===== src/rtl/pdm_cic_decimator_if.sv =====
//==============================================================================
// Module : pdm_cic_decimator_if
// Purpose: Bundles the PDM input pair and the PCM output bus of
//          pdm_cic_decimator so source and sink hook up through one port.
// Revision: 1.0 - initial release
//------------------------------------------------------------------------------
// Signals:
//   sdi      1   PDM bit stream (source -> decimator)
//   ock      1   PDM oversample clock, carried as data (source -> decimator)
//   dout     32  mono/left PCM sample, offset binary (decimator -> sink)
//   dout_r   32  right PCM sample, offset binary (decimator -> sink)
//   dout_vld 1   one-clk strobe when dout/dout_r update (decimator -> sink)
// Modports:
//   master - PDM source / PCM consumer side
//   slave  - decimator side
//==============================================================================
`default_nettype none

interface pdm_cic_decimator_if;
   logic        sdi;
   logic        ock;
   logic [31:0] dout;
   logic [31:0] dout_r;
   logic        dout_vld;

   modport master (
      output sdi,
      output ock,
      input  dout,
      input  dout_r,
      input  dout_vld
   );

   modport slave (
      input  sdi,
      input  ock,
      output dout,
      output dout_r,
      output dout_vld
   );
endinterface

`default_nettype wire


===== src/rtl/pdm_cic_decimator.sv =====
//==============================================================================
// Module : pdm_cic_decimator
// Purpose: N-stage CIC decimator (factor R) turning a 1-bit PDM stream into
//          32-bit offset-binary PCM (0x80000000 = zero) with a valid strobe.
// Revision: 1.0 - initial release
//------------------------------------------------------------------------------
// Ports:
//   clk   in   system clock, posedge
//   rstn  in   asynchronous active-low reset
//   bus   slave modport of pdm_cic_decimator_if (sdi, ock in; dout, dout_r,
//         dout_vld out)
// Parameters:
//   N  number of integrator/comb stages (1..6)
//   R  decimation factor, power of 2 (>= 2), N*log2(R) <= 31
// Build option:
//   PDM_CIC_STEREO_EN  defined   -> second chain on ock falling edges drives
//                                   dout_r
//                      undefined -> dout_r tied to 0x80000000
//==============================================================================
`default_nettype none

module pdm_cic_decimator #(
   parameter int N = 4,
   parameter int R = 64
) (
   input wire                clk,
   input wire                rstn,
   pdm_cic_decimator_if.slave bus
);

   localparam int LOG2R = $clog2(R);
   localparam int NL    = N * LOG2R;
   localparam int W     = 1 + NL;
   // One guard bit above W: with +/-1 inputs the window sum reaches exactly
   // +/-R^N, and both ends must stay distinct to saturate to opposite rails.
   localparam int WD    = W + 1;
   localparam int SH    = 31 - NL;
   localparam int SW    = (N > 1) ? $clog2(N) : 1;

   typedef enum logic [1:0] {
      S_IDLE  = 2'd0,
      S_COMB  = 2'd1,
      S_SCALE = 2'd2
   } state_t;

   // Offset-binary conversion with saturation to the 32-bit rails.
   function automatic logic [31:0] f_scale(input logic signed [WD-1:0] v);
      logic signed [32:0] s;
      logic signed [33:0] sum;
      s   = 33'(v) <<< SH;
      sum = 34'(s) + 34'sd2147483648;
      if (sum < 0)
         return 32'h0000_0000;
      else if (sum > 34'sd4294967295)
         return 32'hFFFF_FFFF;
      else
         return sum[31:0];
   endfunction

   // ---------------------------------------------------------------- capture
   logic r_ock_s1, r_ock_s2, r_ock_d;
   logic r_sdi_s1, r_sdi_s2;
   logic r_rise, r_bit;
   logic w_rise;

   assign w_rise = r_ock_s2 & ~r_ock_d;

`ifdef PDM_CIC_STEREO_EN
   logic r_fall;
   logic w_fall;
   assign w_fall = ~r_ock_s2 & r_ock_d;
`endif

   always_ff @(posedge clk or negedge rstn) begin
      if (!rstn) begin
         r_ock_s1 <= 1'b0;
         r_ock_s2 <= 1'b0;
         r_ock_d  <= 1'b0;
         r_sdi_s1 <= 1'b0;
         r_sdi_s2 <= 1'b0;
         r_rise   <= 1'b0;
         r_bit    <= 1'b0;
`ifdef PDM_CIC_STEREO_EN
         r_fall   <= 1'b0;
`endif
      end else begin
         r_ock_s1 <= bus.ock;
         r_ock_s2 <= r_ock_s1;
         r_ock_d  <= r_ock_s2;
         r_sdi_s1 <= bus.sdi;
         r_sdi_s2 <= r_sdi_s1;
         // sdi travels with ock so r_bit is the value seen at the edge
         r_rise   <= w_rise;
         r_bit    <= r_sdi_s2;
`ifdef PDM_CIC_STEREO_EN
         r_fall   <= w_fall;
`endif
      end
   end

   // sdi=1 -> +1, sdi=0 -> -1
   logic signed [WD-1:0] w_x;
   assign w_x = {{(WD-1){~r_bit}}, 1'b1};

   // ------------------------------------------------- integrators / counter
   logic signed [WD-1:0] r_integ [N];
   logic [LOG2R-1:0]     r_cnt;
   logic                 r_tick;

`ifdef PDM_CIC_STEREO_EN
   logic signed [WD-1:0] r_integ_r [N];
`endif

   always_ff @(posedge clk or negedge rstn) begin
      if (!rstn) begin
         for (int k = 0; k < N; k++) begin
            r_integ[k] <= '0;
`ifdef PDM_CIC_STEREO_EN
            r_integ_r[k] <= '0;
`endif
         end
         r_cnt  <= '0;
         r_tick <= 1'b0;
      end else begin
         r_tick <= r_rise & (&r_cnt);
         if (r_rise) begin
            r_cnt      <= r_cnt + 1'b1;
            // Every stage adds the previous stage's old value (cascade).
            r_integ[0] <= r_integ[0] + w_x;
            for (int k = 1; k < N; k++)
               r_integ[k] <= r_integ[k] + r_integ[k-1];
         end
`ifdef PDM_CIC_STEREO_EN
         if (r_fall) begin
            r_integ_r[0] <= r_integ_r[0] + w_x;
            for (int k = 1; k < N; k++)
               r_integ_r[k] <= r_integ_r[k] + r_integ_r[k-1];
         end
`endif
      end
   end

   // ------------------------------------------------------ comb / scale FSM
   state_t               r_state;
   logic [SW-1:0]        r_stage;
   logic signed [WD-1:0] r_comb_x;
   logic signed [WD-1:0] r_comb_dly [N];
   logic [31:0]          r_dout;
   logic                 r_dout_vld;

`ifdef PDM_CIC_STEREO_EN
   logic signed [WD-1:0] r_comb_xr;
   logic signed [WD-1:0] r_comb_dly_r [N];
   logic [31:0]          r_dout_r;
`endif

   always_ff @(posedge clk or negedge rstn) begin
      if (!rstn) begin
         r_state    <= S_IDLE;
         r_stage    <= '0;
         r_comb_x   <= '0;
         r_dout     <= 32'h8000_0000;
         r_dout_vld <= 1'b0;
         for (int k = 0; k < N; k++)
            r_comb_dly[k] <= '0;
`ifdef PDM_CIC_STEREO_EN
         r_comb_xr  <= '0;
         r_dout_r   <= 32'h8000_0000;
         for (int k = 0; k < N; k++)
            r_comb_dly_r[k] <= '0;
`endif
      end else begin
         r_dout_vld <= 1'b0;
         case (r_state)
            S_IDLE: begin
               if (r_tick) begin
                  r_comb_x  <= r_integ[N-1];
`ifdef PDM_CIC_STEREO_EN
                  r_comb_xr <= r_integ_r[N-1];
`endif
                  r_stage   <= '0;
                  r_state   <= S_COMB;
               end
            end
            S_COMB: begin
               // One comb stage per clk, reusing a single subtractor.
               r_comb_x <= r_comb_x - r_comb_dly[r_stage];
`ifdef PDM_CIC_STEREO_EN
               r_comb_xr <= r_comb_xr - r_comb_dly_r[r_stage];
`endif
               for (int k = 0; k < N; k++) begin
                  if (SW'(k) == r_stage) begin
                     r_comb_dly[k] <= r_comb_x;
`ifdef PDM_CIC_STEREO_EN
                     r_comb_dly_r[k] <= r_comb_xr;
`endif
                  end
               end
               if (r_stage == SW'(N - 1))
                  r_state <= S_SCALE;
               else
                  r_stage <= r_stage + 1'b1;
            end
            S_SCALE: begin
               r_dout     <= f_scale(r_comb_x);
`ifdef PDM_CIC_STEREO_EN
               r_dout_r   <= f_scale(r_comb_xr);
`endif
               r_dout_vld <= 1'b1;
               r_state    <= S_IDLE;
            end
            default: r_state <= S_IDLE;
         endcase
      end
   end

   assign bus.dout     = r_dout;
   assign bus.dout_vld = r_dout_vld;
`ifdef PDM_CIC_STEREO_EN
   assign bus.dout_r   = r_dout_r;
`else
   assign bus.dout_r   = 32'h8000_0000;
`endif

endmodule

`default_nettype wire


===== src/flat_wrapper.sv =====
// flat-port wrapper written by rule: the top's interface ports become plain ports
module pdm_cic_decimator_flat 
#(
   parameter int N = 4,
   parameter int R = 64
)
  (clk, rstn, bus_sdi, bus_ock, bus_dout, bus_dout_r, bus_dout_vld);
  pdm_cic_decimator_if bus_i ();
  input wire clk;
  input wire rstn;
  input wire logic [$bits(bus_i.sdi)-1:0] bus_sdi;
  input wire logic [$bits(bus_i.ock)-1:0] bus_ock;
  output wire logic [$bits(bus_i.dout)-1:0] bus_dout;
  output wire logic [$bits(bus_i.dout_r)-1:0] bus_dout_r;
  output wire logic [$bits(bus_i.dout_vld)-1:0] bus_dout_vld;
  assign bus_i.sdi = bus_sdi;
  assign bus_i.ock = bus_ock;
  assign bus_dout = bus_i.dout;
  assign bus_dout_r = bus_i.dout_r;
  assign bus_dout_vld = bus_i.dout_vld;
  pdm_cic_decimator #(.N(N), .R(R)) u_core (.clk(clk), .rstn(rstn), .bus(bus_i));
endmodule

===== config.mk =====
export PLATFORM = sky130hd
export DESIGN_NAME = pdm_cic_decimator_flat
export DESIGN_NICKNAME = d
export VERILOG_FILES = /design/src/rtl/pdm_cic_decimator_if.sv /design/src/rtl/pdm_cic_decimator.sv /design/src/flat_wrapper.sv
export SDC_FILE = /design/constraint.sdc
export NUM_CORES = 1
export LEC_CHECK = 0
export ABC_AREA = 1
export CORE_MARGIN = 4
export CORE_UTILIZATION = 60
export DETAILED_ROUTE_END_ITERATION = 6
export MAX_ROUTING_LAYER = met4
export PLACE_DENSITY = 0.86
export SKIP_LAST_GASP = 1
export SLEW_MARGIN = 20
export SYNTH_ARGS = -nofsm -noshare
export SYNTH_HDL_FRONTEND = slang
export SYNTH_SLANG_ARGS = --single-unit

===== constraint.sdc =====
create_clock -name clk -period 7.87 [get_ports clk]
set_input_delay 1.574 -clock clk [delete_from_list [all_inputs] [get_ports clk]]
set_output_delay 1.574 -clock clk [all_outputs]
set_load 0.005 [all_outputs]

==> Word-level counts from Yosys, hierarchy flattened <==
Cells that the tools add are included.
Widths: inputs -> output; s select.
{ "word_totals": {"ff_bits": 285, "inputBits": 4, "output_inout_bits": 65, "word_cells": 72} }
{ "classes": {"add_sub_neg": 8, "order_cmp": 3, "eq_ne": 9, "mux": 14, "n_bitwise": 5, "n_reduce_logical": 11} }
{ "ops": {"columns": ["cell", "n"], "rows": [
  ["$add 26x26->26", 3],
  ["$mux 26", 3],
  ["$mux 32", 2],
  ["$bmux 26 s2", 1],
  ["$pmux 26 s2", 1],
  ["$add 33x33->34 const B", 1],
  ["$gt 34x33->1 const B", 1],
  ["$lt 34x1->1 const B", 1],
  ["$add 26x2->26", 1],
  ["$sub 26x26->26", 1],
  ["$reduce_and 2->1", 6],
  ["$mux 2", 4],
  ["$pmux 2 s2", 2],
  ["$add 6x1->6 const B", 1],
  ["$reduce_and 6->1", 1],
  ["$eq 2x2->1 const A", 2],
  ["$eq 2x2->1 const B", 2],
  ["$logic_not 2->1", 2],
  ["$ne 2x1->1 const B", 2],
  ["$ge 3x3->1 const B", 1],
  ["$not 2->3", 1],
  ["$reduce_and 3->1", 1],
  ["$add 2x1->2 const B", 1],
  ["$and 1x1->1", 2],
  ["6 further kinds", 7]
]} }

==> Logic depth before layout (Yosys ltp) <==
{ "depth": {"depth_word": 6, "depth_mapped": 18, "mapped_depth_nobuf": 17} }

==> Worst setup path after synthesis <==
OpenSTA, ideal clock, no wires.
{ "synth_timing": {"path_kind": "register -> register", "from": "register u_core.r_stage[0]", "to": "register u_core.r_comb_x[16]", "setup_ns": 0.116, "arrival_time_ns": 2.399, "required_ns": 7.754, "slack_ns": 5.355, "path_stages_with_launch": 18, "n_path_buf": 2, "period_less_slack_ns": 2.515, "cell_sequence": "dfrtp_1 buf_2 inv_2 clkbuf_1 o21ai_0 o22ai_1 ha_1 fa_1 inv_1 nand3_1 nand3_1 nand2_1 a21oi_1 nor2_1 nand2_1 nand3_1 nand2_1 nand2_1"} }
{ "synth_between": {"elab_chain_cells": 6} }
{ "synth_lines": {"columns": ["element", "line", "text"], "rows": [
  ["start: declaration", "pdm_cic_decimator.sv:145", "logic [SW-1:0] r_stage;"],
  ["start signal: assignment", "pdm_cic_decimator.sv:202", "r_stage <= r_stage + 1'b1;"],
  ["$not 2->3 (implied by the code)", "pdm_cic_decimator.sv:187", "r_comb_x <= r_comb_x - r_comb_dly[r_stage];"],
  ["$bmux 26 s2", "pdm_cic_decimator.sv:187", null],
  ["$mux 26 (implied by the code) (2 in series)", "pdm_cic_decimator.sv:187", null],
  ["$sub 26x26->26", "pdm_cic_decimator.sv:187", null],
  ["$pmux 26 s2", "pdm_cic_decimator.sv:174", "case (r_state)"],
  ["end signal: assignment", "pdm_cic_decimator.sv:177", "r_comb_x <= r_integ[N-1];"],
  ["end signal: assignment", "pdm_cic_decimator.sv:187", null],
  ["end: declaration", "pdm_cic_decimator.sv:146", "logic signed [WD-1:0] r_comb_x;"]
]} }
Every way passes these cells. The select of a mux whose other input is x is not followed.
A chain may end at the register's enable or synchronous reset.

==> impl_metrics.json <==
{
  "cp_top_family": "buffers and inverters",
  "core_area_sq_um": 32600,
  "cts_resized": 0,
  "netlist_instances": 2825,
  "hold_path.class": "flop to flop",
  "maxSlewViolCount": 0,
  "place_hpwl_mm": 42.3,
  "routabilityCongestion": 1.05,
  "pwr_density_cell_nw_per_um2": 354,
  "fin_crit_sh_pct": 40.6,
  "cts_buffer_depth": 3,
  "place_area_sq_um": 20300,
  "ys_seq_elements": 279,
  "finalWorstSetupSlack_ns": 4.67,
  "fin_tns_setup_ns": 0,
  "diodes": 0,
  "die_h_microns": 190,
  "postSynth.asyncResetShare_pct": 100,
  "slowest_stage": "clkdlybuf4s50_1",
  "nNetsFinal": 2957,
  "max-slew-margin-rel_pct": 28.6,
  "cts_tree": "yes",
  "wire_per_inst_microns": 17.4,
  "timing.fmax_mhz": 313,
  "rsz0062_at_grt": "false",
  "nFillCells": 2869,
  "skew_ns": 0.0274,
  "cts_hold_buf": 0,
  "io_buffer_count": 36,
  "die_width_microns": 190,
  "cp-end-kind": "output port",
  "rows": 66,
  "synth_area_sq_um": 19900,
  "hold_viol_final": 0,
  "grtUsageTotal_pct": 32.0,
  "finalPower_mw": 7.58,
  "finalInstanceArea_sq_um": 21400,
  "worstPathRequired_ns": 6.30,
  "syn_avg_cell_area_sq_um": 7.03,
  "drc": 0,
  "post-cts-setup-buffer-count": 0,
  "min_from": "u_core.r_ock_s1",
  "drt_iter0_drc": 1442,
  "viasPerCell": 5.71,
  "tightest_slew_ns": 1.07,
  "io_pins": 69,
  "ant_nets": 0,
  "setup_violations": 0,
  "crit_chain": "clkdlybuf4s50_1",
  "path_max_fanout": 8,
  "yosysUniqueCellTypes": 51,
  "insertion_delay_ns": 0.60,
  "crit_buf_inv": 1,
  "grt_antenna_before_repair": 0,
  "fin_util_pct": 65.6,
  "cap_viol_max_count": 0,
  "cp.arrival_ns": 1.62,
  "cts-root-buf": "clkbuf_16",
  "drt-total-wl_mm": 57.0,
  "synth_flop_cell": "dfrtp_1",
  "vdd_ir_drop_max_uv": 198,
  "area_growth_pct": 7.73,
  "ys_warn_count": 0,
  "initial_utilization_pct": 60.9,
  "holdWs_ns": 0.349,
  "numCtsBuffers": 31,
  "grt_pass1_wl_mm": 92.3,
  "first_pass_iters": 6,
  "grt_overflow": 0,
  "num_vias": 18800,
  "die_area_sq_um": 36100,
  "grt_pass1_vias": 17900,
  "cpPeakStageDelay_ns": 0.57,
  "critPathLaunchType": "flop",
  "crit_path_start": "u_core.bus.dout[6]",
  "drive_gt1_share_pct": 5.03,
  "outcome": "completed",
  "r2r-start": "u_core.r_stage[0]",
  "period_minus_slack_ns": 3.20,
  "path_clk_slew_ns": 0.06,
  "stdcell_count": 3284,
  "synth_edf_count": 0,
  "ys_seq_area_share_pct": 35.2,
  "critPathKind": "flop to output port",
  "clock_sinks": 279,
  "dp.cells": 3226,
  "grt_max_degree": 157,
  "post-place-ws_ns": 4.76,
  "htreeDepth": 1,
  "power.leakage_nw": 10.8
}
[where the power goes]
| group | switching, mW | internal [mW] |
|---|---|---|
| Sequential | 0.383 | 1.71 |
| Combinational | 2.55 | 1.44 |
| Clock | 0.636 | 0.861 |
| Total | 3.57 | 4.01 |
[flip-flops by register name (all words and copies together) (netlist names), 2 cells and up]
| name | cells |
|---|---|
| u_core.r_integ | 104 |
| u_core.bus.dout | 26 |
| u_core.r_cnt | 6 |
| u_core.r_comb_x | 26 |
| u_core.r_comb_dly | 104 |
| u_core.r_stage | 2 |
| u_core.r_state | 2 |
[cell type report]
| type | count | area, sq um | area share (%) |
|---|---|---|---|
| sequential | 279 | 6980 | 32.7 |
| tap | 442 | 553 | 2.59 |
| clock inverter | 16 | 169 | 0.790 |
| timing repair buffer | 43 | 434 | 2.03 |
| multi-input combinational | 2168 | 11300 | 52.6 |
| clock buffer | 42 | 887 | 4.15 |
| inverter | 294 | 1110 | 5.18 |
[final timing paths]
check	endpoint	slack, ns	cells past startpoint
min reg2reg	u_core.r_ock_s2	0.35	0
max reg2reg	u_core.r_comb_x[10]	4.83	11
max in group asynchronous	u_core.r_integ[46]	5.47	2
max	bus_dout[5]	4.67	1
min in group asynchronous	u_core.r_comb_dly[23]	1.04	1
min	u_core.r_ock_s2	0.35	0
[synthesized netlist by cell type, drive strengths merged (3+ instances only)]
master	n	area share, %
a31oi	10	0.32
nand3b	10	0.38
or2	13	0.41
clkbuf	52	0.98
o21bai	15	0.57
dfrtp	278	35
a21o	6	0.23
a221oi	3	0.13
nor3	13	0.35
and2	18	0.58
xor2	26	1.1
a32o	23	1.2
xnor2	30	1.3
a21boi	3	0.11
ha	131	8.3
a21oi	164	4.2
nor2	201	4.1
inv	293	5.6
o21ai	268	7.3
o22ai	9	0.28
nand3	168	4.3
nand2	967	18
fa	5	0.50
buf	62	2.2
nand4	47	1.5
[worst register-to-register path, stage by stage, from the launching register on]
cell     delay [ns]
dfrtp_1        0.39
inv_2          0.68
nand2_1        0.14
a32o_1         0.26
ha_1           0.40
nand2_1        0.12
nor2_1         0.23
nand3_1        0.12
nand3_1        0.15
xor2_1         0.27
nor2_1         0.07
o22ai_1        0.12
[placed cells by master, fill, tap and decap left out, types with 19 or more instances in the layout]
cell type	Yosys	layout
nand2_1	952	952
inv_1	285	285
dfrtp_1	278	277
o21ai_0	220	220
nor2_1	189	189
nand3_1	165	165
a21oi_1	159	159
ha_1	131	131
nand4_1	47	47
clkdlybuf4s50_1	0	35
conb_1	2	32
clkbuf_16	0	31
xnor2_1	30	30
o21ai_2	28	27
xor2_1	26	26
a32o_1	23	23
o21ai_1	19	19
[cell families (layout without fill, tap and decap cells)]
group / after synthesis / after routing / synth area share (%)
and+or+nand+nor: 1438 / 1438 / 30.2
DFF: 279 / 279 / 35.2
adders and majority gates: 136 / 136 / 8.76
AOI/OAI and AO/OA: 504 / 504 / 14.5
muxes: 2 / 2 / 0.113
other: 2 / 32 / 0.0378
buffers and inverters: 408 / 395 / 8.77
xor gates and xnor gates: 56 / 56 / 2.47
[routing by layer]
layer / global-route usage, % / up-vias / wire (microns)
li1: - / 9138 / -
met1: 39.9 / 8782 / 23400
met2: 53.8 / 665 / 28000
met3: 3.16 / 177 / 2870
met4: 13.3 / 0 / 2700
met5: - / - / 0
(Power assumes the default switching activity.)
